$ cat src/rtl/mem_arbiter.sv
// Arbitrates one RAM port between an instruction cache (reads) and a data cache
// (reads/writes). Data requests win unless the icache has been starved STARVE_MAX times.
module mem_arbiter #(
  parameter int STARVE_MAX = 4
) (
  input  logic        CLK,
  input  logic        nRST,
  input  logic        iREN,
  input  logic [31:0] iaddr,
  output logic        iwait,
  output logic [31:0] iload,
  input  logic        dREN,
  input  logic        dWEN,
  input  logic [31:0] daddr,
  input  logic [31:0] dstore,
  output logic        dwait,
  output logic [31:0] dload,
  output logic        ramREN,
  output logic        ramWEN,
  output logic [31:0] ramaddr,
  output logic [31:0] ramstore,
  input  logic [31:0] ramload,
  input  logic [1:0]  ramstate,
  output logic        err
);

  localparam logic [1:0] S_IDLE   = 2'd0;
  localparam logic [1:0] S_IGRANT = 2'd1;
  localparam logic [1:0] S_DGRANT = 2'd2;

  localparam logic [1:0] RAM_ACCESS = 2'd2;
  localparam logic [1:0] RAM_ERROR  = 2'd3;

  localparam logic [2:0] STARVE_LIM = 3'(STARVE_MAX);

  logic [1:0] r_state;
  logic [1:0] w_next_state;
  logic [2:0] r_starve_cnt;
  logic       r_err;
  logic       r_rst_done;

  logic w_dreq;
  logic w_igrant_live;
  logic w_dgrant_live;
  logic w_i_done;
  logic w_d_done;
  logic w_ram_err;

  assign w_dreq        = dREN | dWEN;
  assign w_igrant_live = (r_state == S_IGRANT) && iREN;
  assign w_dgrant_live = (r_state == S_DGRANT) && w_dreq;
  assign w_i_done      = w_igrant_live && (ramstate == RAM_ACCESS);
  assign w_d_done      = w_dgrant_live && (ramstate == RAM_ACCESS);
  assign w_ram_err     = (w_igrant_live || w_dgrant_live) && (ramstate == RAM_ERROR);

  always_ff @(posedge CLK or negedge nRST) begin
    if (!nRST) begin
      r_state <= S_IDLE;
    end else begin
      r_state <= w_next_state;
    end
  end

  // r_rst_done holds off any grant until the second edge after reset release.
  always_ff @(posedge CLK or negedge nRST) begin
    if (!nRST) begin
      r_starve_cnt <= 3'd0;
      r_err        <= 1'b0;
      r_rst_done   <= 1'b0;
    end else begin
      r_rst_done <= 1'b1;
      if (w_ram_err) begin
        r_err <= 1'b1;
      end
      if (!iREN || w_i_done) begin
        r_starve_cnt <= 3'd0;
      end else if (w_d_done && (r_starve_cnt != 3'd7)) begin
        r_starve_cnt <= r_starve_cnt + 3'd1;
      end
    end
  end

  always_comb begin
    w_next_state = r_state;
    case (r_state)
      S_IDLE: begin
        if (!r_rst_done) begin
          w_next_state = S_IDLE;
        end else if (w_dreq && (r_starve_cnt < STARVE_LIM)) begin
          w_next_state = S_DGRANT;
        end else if (iREN) begin
          w_next_state = S_IGRANT;
        end else begin
          w_next_state = S_IDLE;
        end
      end
      S_IGRANT: begin
        if (!iREN || w_i_done) begin
          w_next_state = S_IDLE;
        end
      end
      S_DGRANT: begin
        if (!w_dreq || w_d_done) begin
          w_next_state = S_IDLE;
        end
      end
      default: w_next_state = S_IDLE;
    endcase
  end

  // A withdrawn request drops the RAM strobes in the same cycle.
  always_comb begin
    ramREN   = 1'b0;
    ramWEN   = 1'b0;
    ramaddr  = 32'd0;
    ramstore = 32'd0;
    iwait    = 1'b1;
    dwait    = 1'b1;
    case (r_state)
      S_IGRANT: begin
        ramREN  = iREN;
        ramaddr = iaddr;
        iwait   = !w_i_done;
      end
      S_DGRANT: begin
        ramaddr  = daddr;
        ramstore = dstore;
        ramWEN   = dWEN;
        ramREN   = dREN && !dWEN;
        dwait    = !w_d_done;
      end
      default: ;
    endcase
  end

  assign iload = ramload;
  assign dload = ramload;
  assign err   = r_err;

endmodule

$ cat config.mk
export PLATFORM = sky130hd
export DESIGN_NAME = mem_arbiter
export DESIGN_NICKNAME = d
export VERILOG_FILES = /design/src/rtl/mem_arbiter.sv
export SDC_FILE = /design/constraint.sdc
export NUM_CORES = 1
export LEC_CHECK = 0
export ABC_CLOCK_PERIOD_IN_PS = 1500
export CORE_AREA = 4 4 103 105
export CTS_CLUSTER_SIZE = 24
export DETAILED_ROUTE_END_ITERATION = 10
export DIE_AREA = 0 0 107 109
export PLACE_DENSITY = 0.65
export SYNTH_ARGS = -nofsm -noshare
export SYNTH_HDL_FRONTEND = slang
export SYNTH_SLANG_ARGS = --single-unit
export TNS_END_PERCENT = 50
$ cat constraint.sdc
create_clock -name CLK -period 1.5 [get_ports CLK]
set_input_delay 0.225 -clock CLK [delete_from_list [all_inputs] [get_ports CLK]]
set_output_delay 0.225 -clock CLK [all_outputs]
set_load 0.05 [all_outputs]
==> impl_metrics.yaml <==
pwr:
  switchingPower_mw: 1.417
  sw_frac_of_total_pct: 39.88
  p_total_mw: 3.554
  p_int_mw: 2.136
  combinationalPowerShare_pct: 86.6
  total_leakage_power_nw: 1.841
  powerDensity_nw_per_um2: 728.7
  clockPowerShare_pct: 7.2
  p_seq_share_pct: 6.2
  ir_drop_mv: 0.3185
clocking:
  cts.sinks: 7
  numCtsBuffers: 3
  holdBufCountCts: 0
  insertion_delay_ns: 0.22
  clk_pin_slew_ns: 0.04
  htreeDepth: 1
  clock_tree.buffer_depth: 2
  cts_tree: "built"
  cts_root_buf: "clkbuf_8"
drt:
  drtIter0Drc: 64
  ant_nets: 0
  viasPerCell: 4.159
  num_vias: 2013
  drcViolationCount: 0
  drtPass1Iterations: 3
  wire_per_inst_um: 17.81
  wl_um: 8621
floorplan:
  num_rows: 36
  start_util_pct: 17.04
  die-area_um2: 11660
  die_h_um: 109
  fp.coreArea_um2: 9639
  pin_count: 268
  die_w_um: 107
cells_and_area:
  n_antenna_cell: 0
  nNetsFinal: 492
  area_growth_pct: 196.9
  fin_cells: 484
  fin_area_um2: 4877
  fin_util_pct: 50.60
  nFillCells: 857
  drive_gt1_share_pct: 62.11
worst_setup_path:
  critPathLaunchType: "register"
  crit_fanout: 8
  startpoint: "r_state[1]$_DFFE_PN0P_"
  required_ns: 1.27
  rrSetupSlack_ns: -0.13
  critPathArrivalTime_ns: 1.58
  critPathCapture: "ramaddr[17]"
  r2r_cells: 7
  r2r-end: "r_state[1]$_DFFE_PN0P_"
  r2r_start: "r_state[0]$_DFFE_PN0P_"
  endpoint_kind: "output port"
  path_class: "reg2out"
sta:
  clock_skew_ns: 0.003231
  maxSlewViolCount: 0
  worst_slack_ns: -0.3058
  fmax_mhz: 553.8
  rsz0062_at_grt: "true"
  finalHoldViolCount: 0
  setup_tns_ns: -17.61
  finalCriticalPeriod_ns: 1.806
  fin_crit_sh_pct: 120.4
  setup_viol_count_final: 73
synthesis:
  synth-edff-count: 0
  ys_warn_count: 0
  avgSynthCellArea_um2: 7.501
  synth_top_area_share_pct: 29.25
  synth_common_cells: "64 x buf_4, 34 x and2_1, 32 x a22oi_1, 32 x nor2b_1, 8 x buf_2"
  synth.ff_latch_count: 7
  ys_top_cells_by_area: "buf_4 29%, a22oi_1 15%, and2_1 13%"
  ys_seq_area_share_pct: 10.66
  yosysTopAreaCell: "buf_4"
  synth_fp_nets: 359
  synth_cell_types: 24
  async_flop_share_pct: 100.0
  synth.cell_area_um2: 1643
  syn_inst: 219
  synthFlopType: "dfrtp_1"
  synth.most_common_cell: "buf_4"
global_routing:
  first_global_vias: 2184
  antenna_found_initial: 0
  grt_max_degree: 18
  track_usage_pct: 13.14
  grt_pass1_wl_um: 12130
  overflow: 0
flow_run:
  drv_cap: 0
place:
  dpl.cell_count: 456
  placed_area_um2: 4076
  gp_congestion: 0.7316
  dp_hpwl_um: 6082
  port_buffers: 171
outcome:
  failed_checks: "negative setup slack"
  outcome: "finished, violations left"
worst_hold_path:
  hold_class: "in2async"
-- area by class of cell --
cell class | instances | area, um^2 | area share [%]
well taps | 133 | 166.4 | 3.412
inverters | 2 | 7.507 | 0.1539
multi-input cells | 131 | 1460 | 29.94
clock buffers | 4 | 45.04 | 0.9236
flip-flops and latches | 7 | 175.2 | 3.592
repair buffers | 207 | 3023 | 61.98
-- timing repair --
action                     in CTS  in global routing
setup endpoints to repair      73                 74
buffers inserted                5                  8
gates resized for setup        76                 19
gates cloned                    8                  4
pin swaps                      28                 17
-- worst min path at each step --
| stage | end | slack [ns] | cells after the start |
|---|---|---|---|
| floorplan | err$_DFFE_PN0P_ | -0.07 | 0 |
| global placement | dload[3] | 0.45 | 0 |
| detailed placement | dload[3] | 0.45 | 0 |
| CTS | err$_DFFE_PN0P_ | 0.29 | 1 |
| global route | err$_DFFE_PN0P_ | 0.30 | 1 |
| finish | err$_DFFE_PN0P_ | 0.28 | 1 |
-- power groups by stage --
stage	Clock (mW)	Combinational [mW]	Sequential (mW)
6_report	0.256	3.08	0.219
5_1_grt	0.283	3.20	0.220
4_1_cts	0.263	2.91	0.219
3_5_place_dp	0	2.41	0.218
3_3_place_gp	0	2.38	0.218
2_1_floorplan	0	1.66	0.231
-- worst max-delay path: stages, from the launching register on --
cell and delay, ns:
dfrtp_1 0.42, inv_2 0.12, ha_4 0.24, clkbuf_16 0.19, a22oi_2 0.10, nor2b_4 0.14
buf_12 0.14
-- per-layer routing --
layer | global-route usage, % | part of all wire [%] | wire, um
met1 | 14.15 | 34 | 2937
met4 | 3.196 | 1.3 | 110
met5 | 0 | 0 | 0
met3 | 3.375 | 7.7 | 666
met2 | 25.49 | 57 | 4906
-- cells by family after synthesis --
family,count (synthesis),share of synthesized area [%]
DFF,7,10.66
and+or+nand+nor,83,31.38
buffers and inverters,81,33.74
muxes,5,3.123
other,1,0.2283
AOI/OAI and AO/OA,37,17.06
adders and majority gates,5,3.808
-- layout by cell type, fill, tap and decap left out --
cell type / count
buf_12: 78
buf_4: 10
clkdlybuf4s50_1: 102
a31o_2: 1
o21ai_4: 1
ha_1: 2
nor3_1: 1
nand3b_1: 3
nor2b_4: 32
ha_4: 3
bufbuf_16: 1
and2_4: 34
mux2_1: 1
clkbuf_8: 3
inv_2: 2
buf_16: 6
nor2_1: 1
nand2_4: 1
conb_1: 1
a21oi_2: 1
dfrtp_1: 7
a22oi_2: 32
nand2_1: 3
clkbuf_16: 4
buf_6: 6
nand3_1: 5
mux2i_1: 4
o2111ai_1: 1
nor3b_4: 1
o21ai_2: 1
clkbuf_1: 1
and2b_1: 1
nand3_2: 1
-- registers in the layout (all words and copies together) (netlist names) --
register,cells
err,1
r_starve_cnt,3
r_rst_done,1
r_state,2
-- stage by stage --
step                      worst slack, ns  hold slack [ns]
after floorplan                   -0.1059         -0.07059
after global placement            -0.1354           0.4505
after detailed placement          -0.1693           0.4505
after CTS                         -0.3241           0.2895
after global routing              -0.3667           0.3020
final                             -0.3058           0.2832
Power figures use the tool's default switching activity.
